<file path="src/rtl/a0_uart_pkg.sv">
// Shared types and framing constants for the a0 UART trace transmitter.
package a0_uart_pkg;

    typedef enum logic [1:0] {
        IDLE,
        START,
        DATA,
        STOP
    } uart_state_e;

    localparam int   BYTES_PER_WORD = 4;
    localparam int   BITS_PER_BYTE  = 8;
    localparam logic UART_START     = 1'b0;
    localparam logic UART_STOP      = 1'b1;

endpackage

</file>
<file path="src/rtl/sync_fifo.sv">
// Single-clock FIFO with first-word fall-through read data and synchronous reset.
// A push into a full FIFO is still accepted when a pop happens on the same edge.
module sync_fifo #(
    parameter int WIDTH = 32,
    parameter int DEPTH = 8
) (
    input  logic                     clk,
    input  logic                     rst,
    input  logic                     push,
    input  logic                     pop,
    input  logic [WIDTH-1:0]         din,
    output logic [WIDTH-1:0]         dout,
    output logic                     full,
    output logic                     empty,
    output logic [$clog2(DEPTH):0]   level
);

    localparam int AW = $clog2(DEPTH);

    logic [WIDTH-1:0] r_mem [DEPTH];
    logic [AW-1:0]    r_wr_ptr;
    logic [AW-1:0]    r_rd_ptr;
    logic [AW:0]      r_count;
    logic             w_do_push;
    logic             w_do_pop;

    assign full      = (r_count == (AW+1)'(DEPTH));
    assign empty     = (r_count == '0);
    assign w_do_pop  = pop && !empty;
    assign w_do_push = push && (!full || w_do_pop);

    always_ff @(posedge clk) begin
        if (rst) begin
            r_wr_ptr <= '0;
            r_rd_ptr <= '0;
            r_count  <= '0;
        end else begin
            if (w_do_push) r_wr_ptr <= r_wr_ptr + 1'b1;
            if (w_do_pop)  r_rd_ptr <= r_rd_ptr + 1'b1;
            case ({w_do_push, w_do_pop})
                2'b10:   r_count <= r_count + 1'b1;
                2'b01:   r_count <= r_count - 1'b1;
                default: r_count <= r_count;
            endcase
        end
    end

    // NOTE: storage is deliberately left out of reset; the pointers alone define what is valid.
    always_ff @(posedge clk) begin
        if (w_do_push) r_mem[r_wr_ptr] <= din;
    end

    assign dout  = r_mem[r_rd_ptr];
    assign level = r_count;

endmodule

</file>
<file path="src/rtl/a0_uart_tx.sv">
// Captures every new value of the CPU a0 register and streams it out as four
// UART 8N1 bytes, least-significant byte first, through a small word FIFO.
module a0_uart_tx
    import a0_uart_pkg::*;
#(
    parameter int DATA_WIDTH   = 32,
    parameter int CLKS_PER_BIT = 868,
    parameter int FIFO_DEPTH   = 8
) (
    input  logic                            clk,
    input  logic                            rst,
    input  logic [DATA_WIDTH-1:0]           a0_i,
    input  logic                            en_i,
    output logic                            tx_o,
    output logic                            busy_o,
    output logic                            overflow_o,
    output logic [$clog2(FIFO_DEPTH):0]     level_o
);

    localparam int CW = $clog2(CLKS_PER_BIT);
    localparam int LW = $clog2(FIFO_DEPTH) + 1;

    logic [DATA_WIDTH-1:0] r_prev;
    logic                  r_overflow;
    logic                  w_push;
    logic                  w_pop;
    logic                  w_full;
    logic                  w_empty;
    logic [DATA_WIDTH-1:0] w_fifo_dout;
    logic [LW-1:0]         w_level;

    uart_state_e           r_state, w_state_nxt;
    logic [CW-1:0]         r_baud, w_baud_nxt;
    logic [2:0]            r_bit_idx, w_bit_idx_nxt;
    logic [1:0]            r_byte_idx, w_byte_idx_nxt;
    logic [DATA_WIDTH-1:0] r_shift, w_shift_nxt;
    logic                  r_tx, w_tx_nxt;
    logic                  w_bit_done;
    logic [7:0]            w_cur_byte;
    logic [2:0]            w_bit_idx_inc;

    // A new value is any change seen while capture is enabled.
    assign w_push = en_i && (a0_i != r_prev);

    // NOTE: sequential state is written with non-blocking assignments only, so every
    // always_ff block sees the pre-edge value of every other register.
    always_ff @(posedge clk) begin
        if (rst) begin
            r_prev     <= '0;
            r_overflow <= 1'b0;
        end else begin
            if (en_i) r_prev <= a0_i;
            if (w_push && w_full && !w_pop) r_overflow <= 1'b1;
        end
    end

    sync_fifo #(
        .WIDTH (DATA_WIDTH),
        .DEPTH (FIFO_DEPTH)
    ) u_fifo (
        .clk   (clk),
        .rst   (rst),
        .push  (w_push),
        .pop   (w_pop),
        .din   (a0_i),
        .dout  (w_fifo_dout),
        .full  (w_full),
        .empty (w_empty),
        .level (w_level)
    );

    assign w_bit_done    = (r_baud == CW'(CLKS_PER_BIT - 1));
    assign w_cur_byte    = r_shift[7:0];
    assign w_bit_idx_inc = r_bit_idx + 3'd1;

    // NOTE: every output of this block gets a default first so no path can infer a latch.
    always_comb begin
        w_state_nxt    = r_state;
        w_baud_nxt     = r_baud;
        w_bit_idx_nxt  = r_bit_idx;
        w_byte_idx_nxt = r_byte_idx;
        w_shift_nxt    = r_shift;
        w_tx_nxt       = r_tx;
        w_pop          = 1'b0;

        case (r_state)
            IDLE: begin
                w_baud_nxt = '0;
                w_tx_nxt   = UART_STOP;
                if (!w_empty) begin
                    w_pop          = 1'b1;
                    w_shift_nxt    = w_fifo_dout;
                    w_byte_idx_nxt = '0;
                    w_tx_nxt       = UART_START;
                    w_state_nxt    = START;
                end
            end
            START: begin
                if (w_bit_done) begin
                    w_baud_nxt    = '0;
                    w_bit_idx_nxt = '0;
                    w_tx_nxt      = w_cur_byte[0];
                    w_state_nxt   = DATA;
                end else begin
                    w_baud_nxt = r_baud + 1'b1;
                end
            end
            DATA: begin
                if (w_bit_done) begin
                    w_baud_nxt = '0;
                    if (r_bit_idx == 3'(BITS_PER_BYTE - 1)) begin
                        w_tx_nxt    = UART_STOP;
                        w_state_nxt = STOP;
                    end else begin
                        w_bit_idx_nxt = w_bit_idx_inc;
                        w_tx_nxt      = w_cur_byte[w_bit_idx_inc];
                    end
                end else begin
                    w_baud_nxt = r_baud + 1'b1;
                end
            end
            STOP: begin
                if (w_bit_done) begin
                    w_baud_nxt = '0;
                    // Next byte follows the stop bit with no idle gap.
                    if (r_byte_idx != 2'(BYTES_PER_WORD - 1)) begin
                        w_byte_idx_nxt = r_byte_idx + 1'b1;
                        w_shift_nxt    = r_shift >> BITS_PER_BYTE;
                        w_tx_nxt       = UART_START;
                        w_state_nxt    = START;
                    end else begin
                        w_tx_nxt    = UART_STOP;
                        w_state_nxt = IDLE;
                    end
                end else begin
                    w_baud_nxt = r_baud + 1'b1;
                end
            end
            default: begin
                w_tx_nxt    = UART_STOP;
                w_state_nxt = IDLE;
            end
        endcase
    end

    always_ff @(posedge clk) begin
        if (rst) begin
            r_state    <= IDLE;
            r_baud     <= '0;
            r_bit_idx  <= '0;
            r_byte_idx <= '0;
            r_shift    <= '0;
            r_tx       <= UART_STOP;
        end else begin
            r_state    <= w_state_nxt;
            r_baud     <= w_baud_nxt;
            r_bit_idx  <= w_bit_idx_nxt;
            r_byte_idx <= w_byte_idx_nxt;
            r_shift    <= w_shift_nxt;
            r_tx       <= w_tx_nxt;
        end
    end

    assign tx_o       = r_tx;
    assign busy_o     = !w_empty || (r_state != IDLE);
    assign overflow_o = r_overflow;
    assign level_o    = w_level;

endmodule

</file>
<file path="config.mk">
export PLATFORM = sky130hd
export DESIGN_NAME = a0_uart_tx
export DESIGN_NICKNAME = d
export VERILOG_FILES = /design/src/rtl/a0_uart_pkg.sv /design/src/rtl/sync_fifo.sv /design/src/rtl/a0_uart_tx.sv
export SDC_FILE = /design/constraint.sdc
export NUM_CORES = 1
export LEC_CHECK = 0
export ABC_AREA = 1
export CORE_MARGIN = 3
export CORE_UTILIZATION = 65
export DETAILED_ROUTE_END_ITERATION = 6
export GPL_ROUTABILITY_DRIVEN = 0
export MAX_ROUTING_LAYER = met4
export PLACE_DENSITY = 0.87
export SYNTH_ARGS = -nofsm -noshare
export SYNTH_HDL_FRONTEND = slang
export SYNTH_SLANG_ARGS = --single-unit
export TNS_END_PERCENT = 50
</file>
<file path="constraint.sdc">
create_clock -name clk -period 6.8 [get_ports clk]
set_input_delay 1.36 -clock clk [delete_from_list [all_inputs] [get_ports clk]]
set_output_delay 1.36 -clock clk [all_outputs]
set_load 0.05 [all_outputs]
</file>
* After elaboration in Yosys (flattened, before gate mapping)
Memories as Yosys holds them, arrays and structs flattened. A register that Yosys moved wholly into a read port is not among the register bits.
Cells that the tools add are included.
** Word-level totals
- Output and inout bits :: 7
- Bits of input ports :: 35
- Word-level logic and storage cells :: 95
- Memory bits (writable) :: 256
- Register bits after elaboration :: 93
- Memories :: 1
** Memory list
- u_fifo.r_mem :: words 8, bits a word 32, read ports 1, clocked after memory_dff 1, write ports 1, RTL line sync_fifo.sv:20 : logic [WIDTH-1:0] r_mem [DEPTH];
** Operators by class
- $add $sub $neg :: 7
- Multiplexer cells :: 37
- Magnitude comparators :: 1
- Reduce and logical (&&, ||, !) cells :: 21
- Equality and inequality tests :: 17
** Operator list (number)
- $mux 32 :: 3
- $pmux 32 s2 :: 1
- $ne 32x32->1 :: 1
- $pmux 10 s2 :: 1
- $mux 2 :: 8
- $ne 2x2->1 const B :: 8
- $mux 3 :: 5
- $mux 1 :: 12
- $add 10x1->10 const B :: 1
- $eq 10x10->1 const B :: 1
- $mux 10 :: 1
- $add 3x1->3 const B :: 3
- $pmux 2 s4 :: 1
- $pmux 4 s2 :: 1
- $reduce_and 4->1 :: 2
- $reduce_bool 2->1 :: 4
- $eq 2x2->1 const B :: 3
- $pmux 3 s2 :: 1
- $logic_and 1x1->1 :: 5
- $reduce_and 5->1 :: 1
- $add 4x1->4 const B :: 1
- $eq 2x1->1 const B :: 2
- $eq 4x4->1 const B :: 1
- $logic_not 4->1 :: 1
- other kinds (12) :: 15

* Logic depth before layout (Yosys ltp)
Gate-level depths: netlist of run 1.
- Word-level depth :: 8
- Gate-level depth with buffers :: 21

* Cells and area by module
A second synthesis of run 1 with hierarchy kept.
** Second synthesis, totals
- Cell total of the unflattened synthesis :: 1393
- Area, all modules :: 14761.7 um^2
** Modules (own cells, without submodules)
- sync_fifo :: cells each 818, sequential area each 7947.6 um^2, instances 1, area each 10630.2 um^2
- a0_uart_tx :: cells each 575, sequential area each 1661.6 um^2, instances 1, area each 4131.5 um^2

* Worst setup path before layout of run 1
Ideal clock, no wire load.
- Kind :: in2reg
- Start point :: input port a0_i[7]
- End point :: memory u_fifo.r_mem[1][0] (enable)
- Stages :: 12
- Path slack :: 2.934 ns
- Setup time :: 0.421 ns
- Arrival :: 3.445 ns
- Required time :: 6.379 ns
- Cell sequence :: inv_1 > nand2_1 > nand2_1 > nand2_1 > nor2_1 > nand2_1 > nor2_1 > nand2_1 > nand3_1 > nor2_1 > inv_1 > nor2_1
** Between the ends
- Longest elaborated chain between the ends :: 5
** Ends and longest elaborated chain
- start: declaration :: RTL line a0_uart_tx.sv:12 : input logic [DATA_WIDTH-1:0] a0_i,
- $ne 32x32->1 :: RTL line a0_uart_tx.sv:43 : assign w_push = en_i && (a0_i != r_prev);
- $logic_and 1x1->1 :: RTL line a0_uart_tx.sv:43
- $logic_and 1x1->1 :: RTL line sync_fifo.sv:30 : assign w_do_push = push && (!full || w_do_pop);
- $mux 1 :: RTL line sync_fifo.sv:50 : if (w_do_push) r_mem[r_wr_ptr] <= din;
- $mux 1 (implied by the code) :: RTL line sync_fifo.sv:50
- end: declaration :: RTL line sync_fifo.sv:20
No other way between the ends.

* Final worst setup path of run 1
- Start point :: input port a0_i[24]
- End point :: memory u_fifo.r_mem[4][12] (enable)
Same word-level chain as after synthesis.

==> results of run 1 <==
-- cells in the mapped netlist --
| cell type | count |
|---|---|
| nor3b_1 | 2 |
| nand4_1 | 6 |
| xnor2_1 | 23 |
| o211ai_1 | 3 |
| nand4_2 | 1 |
| o221ai_1 | 22 |
| nand3_2 | 1 |
| nand3_1 | 20 |
| clkinv_1 | 2 |
| inv_1 | 53 |
| a31oi_2 | 1 |
| a21oi_1 | 72 |
| nand2_2 | 1 |
| nor3_1 | 6 |
| clkinv_2 | 1 |
| o21a_1 | 4 |
| buf_6 | 1 |
| o22ai_1 | 42 |
| edfxtp_1 | 256 |
| buf_1 | 4 |
| a211oi_1 | 5 |
| inv_2 | 3 |
| nor2_1 | 212 |
| a31oi_1 | 2 |
| fa_1 | 1 |
| nand2_1 | 149 |
| nor4_1 | 1 |
| or2_2 | 1 |
| nor3_2 | 1 |
| dfxtp_1 | 96 |
| clkbuf_1 | 49 |
| and3_1 | 1 |
| o211a_1 | 2 |
| o21ai_1 | 20 |
| o21ai_0 | 202 |
| clkbuf_2 | 1 |
| xor2_1 | 1 |
| ha_1 | 12 |
| buf_4 | 3 |
| buf_2 | 16 |
-- worst reg2reg max path: cells and delay by family, from the launching register on --
family	cells	cell delay [ps]
AND/OR/NAND/NOR	3	1890
buffers and inverters	2	230
adder cells (fa/ha/maj)	1	210
flip-flops	1	360
-- area by class of cell --
class / count / area share, %
clock buffers: 50 / 6.27
multi-input cells: 814 / 25.8
repair buffers: 54 / 3.20
well taps: 275 / 2.17
flip-flops and latches: 352 / 60.6
clock inverters: 12 / 0.513
inverters: 59 / 1.41
-- power by group through the flow --
stage | registers, uW | logic [uW] | clock network (uW)
detailed placement | 2670 | 1620 | 0
CTS | 2630 | 1650 | 1840
global placement | 2660 | 1560 | 0
finish | 2630 | 1690 | 1830
floorplan | 2650 | 1180 | 0
global route | 2650 | 1860 | 1920
-- state kept, by name, indices dropped and copies added, names as in the netlist, named ones only --
name,cells
overflow_o,1
r_baud,10
u_fifo.level,4
u_fifo.r_wr_ptr,3
tx_o,1
r_bit_idx,3
r_prev,32
r_shift,32
u_fifo.r_mem,256
r_state,2
u_fifo.r_rd_ptr,3
r_byte_idx,2
-- routing by layer --
metal  global-route usage, %  up-vias  part of all wire (%)  routed length [um]
li1                        -     4646                     -                   -
met1                    38.2     4902                    37               12400
met2                    46.8      672                    49               16700
met3                    4.59      112                    11                3570
met4                    12.2        0                   3.5                1190
met5                       -        -                     0                   0
-- metrics by stage --
| stage | utilization (%) | std cells | power [uW] | instance area, um^2 |
|---|---|---|---|---|
| after floorplan | - | 1299 | 3830 | 14200 |
| after global placement | 69.7 | 1554 | 4220 | 14800 |
| after detailed placement | 69.7 | 1554 | 4290 | 14800 |
| after CTS | 74.8 | 1616 | 6120 | 15900 |
| after global routing | 74.8 | 1616 | 6430 | 15900 |
| final | 74.8 | 1616 | 6150 | 15900 |
-- cells by family after synthesis --
kind of cell	Yosys count
xor gates and xnor gates	24
adders and majority gates	13
AOI/OAI and AO/OA	375
and+or+nand+nor	402
buffers and inverters	133
DFF	352
-- worst paths after layout --
check	end	slack (ps)	cells past startpoint
max	u_fifo.r_mem[4][12]	2510	9
min	r_baud[0]	450	1
max reg2reg	u_fifo.r_mem[4][12]	3690	6
min reg2reg	r_baud[0]	450	1
==> summary.md, run 1 <==
| Metric | Value |
|---|---|
| Die Area | 23600 um^2 |
| Compound-Gate Fraction of Synth Area | 14.5% |
| Seq/Total Area, Yosys | 67.7% |
| Cells after synthesis | 1299 |
| Hold Crit Class | reg2reg |
| Synthesized area | 14200 um^2 |
| Via/cell ratio | 6.39 |
| Status | finished, final reports clean |
| Clock Latency Late Sink | 520 ps |
| Total negative setup slack | 0 ps |
| CP startpoint | a0_i[24] |
| Final hold vios | 0 |
| Synth unique cells | 40 |
| Tmin final | 4290 ps |
| Final setup margin | 2510 ps |
| Crit path capture type | flip-flop |
| H-tree Lvls | 2 |
| Gate power share | 27.4% |
| Fraction of the mapped netlist area in simple logic gates | 11.2% |
| Syn Area/Cell | 10.9 um^2 |
| Slew HR | 14.8% |
| DRC | 0 |
| Slowest CP cell | nor2_4 |
| Die W | 154 um |
| CTS buffer count | 35 |
| Max frequency | 233 MHz |
| Leak | 0.00554 uW |
| PortBufs | 41 |
| Final hold slack | 453 ps |
| Sw Pwr | 2090 uW |
| Die Y | 154 um |
| Most common cell after layout, fill and taps aside | edfxtp_1 |
| Post-synthesis xor/xnor area fraction | 1.48% |
| CTS Buffer Depth | 3 |
| Largest family of logic cells by synthesized area | compound AO/OA/AOI/OAI gates |
| First-pass GRT wire length | 53.0 mm |
| Leading area contributor after synthesis | edfxtp_1 |
| Final Skew | 11.2 ps |
| Core area | 21200 um^2 |
| RSZ-0062 raised after global routing | false |
| Register area | 9610 um^2 |
| DP Worst Slack | 2220 ps |
| Total routed wirelength | 33.9 mm |
| Post-CTS Hold Buffers | 0 |
| Leading cell types in the layout, fill and taps excluded | 256 x edfxtp_1, 204 x nor2_1, 202 x o21ai_0, 149 x nand2_1, 94 x dfxtp_1 |
| Clock-pin slew on the worst setup and hold paths | 60 ps |
| Worst setup SP type | input port |
| Power density cells | 388 nW/um^2 |
| Clk pwr share | 29.7% |
| Mapped Nets | 1347 |
| Origin of the critical flop-to-flop path | r_state[0] |
| Yosys warns | 0 |
| Setup violators final | 0 |
| Max-cap viol count | 0 |
| CP arrival | 4410 ps |
| Flop pwr share | 42.8% |
| Initial Utilization | 66.9% |
| First drt pass iteration count | 6 |
| P_int | 4060 uW |
| Area of the multi-input gates | 4100 um^2 |
| Buf+Inv Stages, Crit Path | 1 |
| Initial DRC Count | 1252 |
| Max IR drop VDD | 0.000229 V |
| Clk sinks | 352 |
| Antenna Nets Post-Route | 0 |
| Kind of cell adding the most delay to the critical path | simple AND/OR/NAND/NOR gates |
| Pin count of the biggest net entering global routing | 93 |
| Slowest stage delay, CP | 1150 ps |
| Worst Tran Pin Value | 1280 ps |
| TritonCTS clock tree | built |
| Io pins | 42 |
| CP required | 6920 ps |
| Critical Setup Path Class | in2reg |
| Fin nets | 1364 |
| Tcrit/Tclk final | 63.1% |
| Worst-path fanout max | 32 |
| Cell mode on critical path | nand2_1 |
| GRT Resource Usage Total | 29.3% |
| Initial antenna violation count | 0 |
| Post-synth top area share | 54.2% |
| Synthesized flop and latch total | 352 |
| # diodes | 0 |
| Worst Hold Launch | r_baud[0] |
| CTS root buf | clkbuf_16 |
| Vias in the first global route | 10.0k |
| Dominant cells by area after synthesis | edfxtp_1 54%, dfxtp_1 14%, o21ai_0 7.1% |
| CP Cell Sequence | clkdlybuf4s50_1 > xnor2_1 > nand2_1 > nor2_1 > nand2_1 > nor2_1 > nand2_1 > nand4_1 > nor2_4 |
| Grt total ovfl | 0 |
| Detailed-route via count | 10.3k |
| Ratio of cells with drive above 1 in the final layout | 6.04% |
| DPL Wire Length | 18.0 mm |
| Row Count | 53 |
| Cts repair resizes | 0 |
| Slew Limit Fails | 0 |
| Synth Area in Adders | 1.20% |
| Total setup buffers inserted after CTS | 0 |
| FILL cells | 1310 |
| WL/cell | 21.0 um |
| Multiplexer share of the synthesized area | 0% |
| Area grow syn2layout | 11.8% |
| Switch share | 34.0% |
No activity file was read; power rests on OpenSTA's default activity.
==> run 2, diff against run 1 <==
Settings changed: CORE_UTILIZATION 65 to 61, PLACE_DENSITY 0.87 to 0.82.
Clock period 6.8 ns to 4.3 ns, I/O delays scaled along.
==> summary.md, run 2 (synthesis results as in run 1) <==
| Metric | Value |
|---|---|
| Grt total ovfl | 0 |
| Slowest stage delay, CP | 680 ps |
| Worst setup SP type | input port |
| H-tree Lvls | 2 |
| WL/cell | 20.3 um |
| Pin count of the biggest net entering global routing | 81 |
| Biggest register | u_fifo.r_mem |
| Leak | 0.00563 uW |
| RSZ-0062 raised after global routing | false |
| Hold endpoint | r_bit_idx[2] |
| Final hold vios | 0 |
| Biggest registers after layout | u_fifo.r_mem (256), r_prev (32), r_shift (32) |
| CTS root buf | clkbuf_16 |
| Leading cell types in the layout, fill and taps excluded | 256 x edfxtp_1, 204 x nor2_1, 202 x o21ai_0, 149 x nand2_1, 94 x dfxtp_1 |
| Origin of the critical flop-to-flop path | r_state[0] |
| Core area | 22800 um^2 |
| First-pass GRT wire length | 51.5 mm |
| Slew HR | 20.4% |
| CP Cell Sequence | clkdlybuf4s50_1 > xnor2_1 > nand2_1 > nor2_1 > nand2_1 > nor2_1 > nand2_1 > nand2_1 > nand2_1 > inv_1 > ha_1 > nand2_1 > nand2_1 > a31oi_1 > inv_1 > nand3_1 > nand3_1 > nand2_1 > inv_1 > nor2_1 |
| Row Count | 55 |
| Die W | 159 um |
| Tmin final | 3330 ps |
| Kind of cell adding the most delay to the critical path | simple AND/OR/NAND/NOR gates |
| Max-cap viol count | 0 |
| Vias in the first global route | 9522 |
| Total negative setup slack | 0 ps |
| Flop2flop setup slack | 1440 ps |
| CTS buffer count | 36 |
| Area grow syn2layout | 13.4% |
| Buf+Inv Stages, Crit Path | 4 |
| Ratio of cells with drive above 1 in the final layout | 7.28% |
| Die Area | 25100 um^2 |
| Worst Hold Depth | 2 |
| CP required | 4770 ps |
| Total placed instance area | 15000 um^2 |
| Power density cells | 608 nW/um^2 |
| Max frequency | 301 MHz |
| Initial DRC Count | 1446 |
| Post-CTS Hold Buffers | 0 |
| Max IR drop VDD | 0.000380 V |
| Slew Limit Fails | 0 |
| Initial antenna violation count | 1 |
| Worst R2R Path Depth | 8 |
| Worst Tran Pin Value | 1190 ps |
| TritonCTS clock tree | built |
| Clk sinks | 352 |
| Slowest CP cell | clkdlybuf4s50_1 |
| Critical Setup Path Class | in2reg |
| Crit Reg-Reg Endpoint | r_shift[25] |
| Total routed wirelength | 33.9 mm |
| Setup violators final | 0 |
| Area of the multi-input gates | 4100 um^2 |
| Worst Hold Launch | r_bit_idx[2] |
| CTS Buffer Depth | 3 |
| DRC | 0 |
| First drt pass iteration count | 5 |
| Register area | 9610 um^2 |
| PortBufs | 41 |
| Tcrit/Tclk final | 77.3% |
| Total placed cells including tap cells | 1606 |
| Detailed-route via count | 10.2k |
| Most common cell after layout, fill and taps aside | edfxtp_1 |
| Max reg flops | 256 |
| GRT Resource Usage Total | 27.7% |
| Hold Crit Class | reg2reg |
| Clock Latency Late Sink | 540 ps |
| FILL cells | 1525 |
| Clock-pin slew on the worst setup and hold paths | 60 ps |
| Final instance area | 16100 um^2 |
| Finished Layout Cells | 1673 |
| Die Y | 159 um |
| Io pins | 42 |
| Cell mode on critical path | nand2_1 |
| Crit path capture type | flip-flop |
| Cts repair resizes | 0 |
| Status | finished, final reports clean |
| Total setup buffers inserted after CTS | 0 |
| CP arrival | 3790 ps |
| Antenna Nets Post-Route | 0 |
| Final Skew | 27.9 ps |
| Via/cell ratio | 6.12 |
| Fin nets | 1379 |
| Initial Utilization | 62.3% |
| Worst-path fanout max | 10 |
| DPL Wire Length | 18.6 mm |
==> run 2: cell types whose count changed in the layout (fill, tap and decap cells not counted), moves of 2 or more <==
cell,before,now
buf_4,13,25
buf_12,0,2
clkbuf_8,2,0
inv_6,0,2
==> run 2: final cells by class <==
type	instances	share of cell area, %
sequential	352	59.8
multi-input combinational	814	25.5
clock buffer	47	5.86
timing repair buffer	68	3.97
tap	313	2.43
inverter	59	1.39
clock inverter	19	1.10
antenna	1	0.0156
==> run 2: worst reg2reg max path: stages (launching register included) <==
cell and delay, ps:
dfxtp_1 400, ha_1 500, o21a_1 220, nand3_2 630, inv_2 570, nand2_1 120
clkinv_2 130, nand2_1 90, a21oi_1 120
==> run 2: report_power, final <==
part / internal [uW] / switching, uW / leakage [uW] / total (uW)
logic: 800 / 1780 / 0.00197 / 2580
registers: 3950 / 275 / 0.00312 / 4230
clock network: 1690 / 1280 / 0.000548 / 2970
total: 6440 / 3330 / 0.00563 / 9780
==> run 2: stage by stage <==
stage          worst slack (ps)  hold slack (ps)  util [%]  power (uW)
6_report                    974              461      70.6        9780
5_1_grt                     691              481      70.6       10200
4_1_cts                    1020              462      70.6        9760
3_5_place_dp                489              453      65.7        6800
3_3_place_gp                571              430      65.7        6700
2_1_floorplan               934              418         -        6060
==> run 2: worst max path at each step <==
stage               startpoint                 end  slack, ps  cells after the start
floorplan              a0_i[7]  u_fifo.r_mem[1][0]        930                     12
global placement      a0_i[12]     u_fifo.level[3]        570                     20
detailed placement    a0_i[13]     u_fifo.level[3]        490                     20
CTS                   a0_i[13]     u_fifo.level[3]       1020                     20
global route          a0_i[16]     u_fifo.level[3]        690                     20
finish                a0_i[13]     u_fifo.level[3]        970                     20
==> run 2: per-layer routing <==
layer  vias to the layer above  global-route usage (%)  wire length (um)
li1                       4678                       -                 -
met1                      4898                    37.0             13300
met2                       575                    42.6             16100
met3                        96                    4.84              3320
met4                         0                    11.7              1270
met5                         -                       -                 0
==> run 3, diff against run 2 <==
Settings changed: CORE_UTILIZATION 61 to 55, PLACE_DENSITY 0.82 to 0.78.
Clock period 4.3 ns to 2.7 ns, I/O delays scaled along.
==> summary.md, run 3 (synthesis results as in run 1) <==
| Metric | Value |
|---|---|
| Status | finished, final reports clean |
| Detailed-route via count | 10.4k |
| Vias in the first global route | 10.1k |
| Biggest register | u_fifo.r_mem |
| Max-cap viol count | 0 |
| CP required | 2160 ps |
| Worst setup endpoint | busy_o |
| CTS Buffer Depth | 3 |
| FILL cells | 1810 |
| Worst Tran Pin Value | 737 ps |
| Via/cell ratio | 5.95 |
| Clk sinks | 352 |
| Setup violators final | 0 |
| Power density cells | 933 nW/um^2 |
| Tmin final | 2520 ps |
| Initial DRC Count | 1203 |
| Initial Utilization | 56.2% |
| DPL Wire Length | 20.1 mm |
| Pwr Total | 15800 uW |
| Slowest stage delay, CP | 550 ps |
| Flop2flop setup slack | 220 ps |
| Max IR drop VDD | 0.000651 V |
| GRT Resource Usage Total | 25.4% |
| Clock Latency Late Sink | 530 ps |
| Pin count of the biggest net entering global routing | 129 |
| CP startpoint | r_state[0] |
| Clock-pin slew on the worst setup and hold paths | 60 ps |
| Total setup buffers inserted after CTS | 0 |
| Worst-path fanout max | 5 |
| Ratio of cells with drive above 1 in the final layout | 11.9% |
| Die W | 167 um |
| Io pins | 42 |
| Critical Setup Path Class | reg2out |
| Die Y | 167 um |
| Tcrit/Tclk final | 93.4% |
| Biggest registers after layout | u_fifo.r_mem (256), r_prev (32), r_shift (32) |
| Antenna Nets Post-Route | 0 |
| Worst R2R Path Depth | 19 |
| Final instance area | 16900 um^2 |
| First-pass GRT wire length | 54.3 mm |
| Die Area | 27800 um^2 |
| H-tree Lvls | 2 |
| DP Worst Slack | -562 ps |
| Worst setup SP type | flip-flop |
| Total negative setup slack | 0 ps |
| Row Count | 58 |
| Crit path capture type | primary output |
| Crit Reg-Reg Endpoint | u_fifo.level[3] |
| Fin nets | 1436 |
| CP Cell Sequence | inv_1 > ha_1 > nand4_1 > dlygate4sd2_1 |
| TritonCTS clock tree | built |
| CTS buffer count | 36 |
| Max reg flops | 256 |
| Area grow syn2layout | 19.1% |
| Total routed wirelength | 34.7 mm |
| WL/cell | 19.9 um |
| Final Skew | 22.5 ps |
| Slew HR | 50.8% |
| Final hold vios | 0 |
| Hold Crit Class | in2reg |
| Initial antenna violation count | 0 |
| Core area | 25300 um^2 |
| Post-CTS Hold Buffers | 0 |
| Final setup margin | 179 ps |
| CP arrival | 1980 ps |
| Most common cell after layout, fill and taps aside | edfxtp_1 |
| Area of the multi-input gates | 4170 um^2 |
| CTS root buf | clkbuf_16 |
| Total placed instance area | 15700 um^2 |
| Leak | 0.00618 uW |
| Leading cell types in the layout, fill and taps excluded | 256 x edfxtp_1, 202 x o21ai_0, 198 x nor2_1, 147 x nand2_1, 94 x dfxtp_1 |
| # diodes | 0 |
| Origin of the critical flop-to-flop path | r_prev[8] |
| First drt pass iteration count | 5 |
| Max frequency | 397 MHz |
| PortBufs | 41 |
| Register area | 9610 um^2 |
| Slew Limit Fails | 0 |
| Grt total ovfl | 0 |
| Slowest CP cell | dlygate4sd2_1 |
| DRC | 0 |
[run 3: area by class of cell]
type / count / share of cell area (%)
flip-flops and latches: 352 / 56.9
multi-input cells: 814 / 24.7
repair buffers: 125 / 8.21
clock buffers: 45 / 5.59
well taps: 330 / 2.44
inverters: 59 / 1.33
clock inverters: 20 / 0.888
[run 3: repair_timing]
item / 4_1_cts / 5_1_grt
resized for setup: 2 / 34
cloned: 0 / 0
setup endpoints to repair: 2 / 1
pin swaps: 0 / 9
[run 3: worst min-delay path by stage]
stage / start / end / cells past startpoint
2_1_floorplan: r_baud[0] / r_baud[0] / 1
3_3_place_gp: r_baud[0] / r_baud[0] / 1
3_5_place_dp: r_baud[0] / r_baud[0] / 1
4_1_cts: r_baud[0] / r_baud[0] / 1
5_1_grt: a0_i[6] / r_prev[6] / 3
6_report: a0_i[6] / r_prev[6] / 3
[run 3: where the power goes]
| part | internal, uW | total [uW] | switching [uW] | leakage (uW) |
|---|---|---|---|---|
| clock network | 2600 | 4630 | 2020 | 0.000527 |
| registers | 6290 | 6550 | 258 | 0.00312 |
| logic | 1510 | 4600 | 3090 | 0.00253 |
[run 3: worst max-delay path: cells and delay by family (launching register included)]
kind	cells	cell delay, ps
buffers and inverters	2	640
AND/OR/NAND/NOR	1	180
flip-flops	1	400
adder cells (fa/ha/maj)	1	240
[run 3: stage by stage]
| stage | cells | hold WS, ps | util [%] |
|---|---|---|---|
| after floorplan | 1299 | 418 | - |
| after global placement | 1680 | 430 | 62.1 |
| after detailed placement | 1680 | 441 | 62.1 |
| after CTS | 1745 | 451 | 66.5 |
| after global routing | 1745 | 337 | 66.9 |
| final | 1745 | 333 | 66.9 |
[run 3: routing by layer]
layer	part of all wire, %	up-vias	GRT usage, %
met1	40	4965	33.0
met3	7.9	107	4.39
met4	3.6	0	10.5
met2	48	533	40.1
met5	0	-	-
li1	-	4781	-
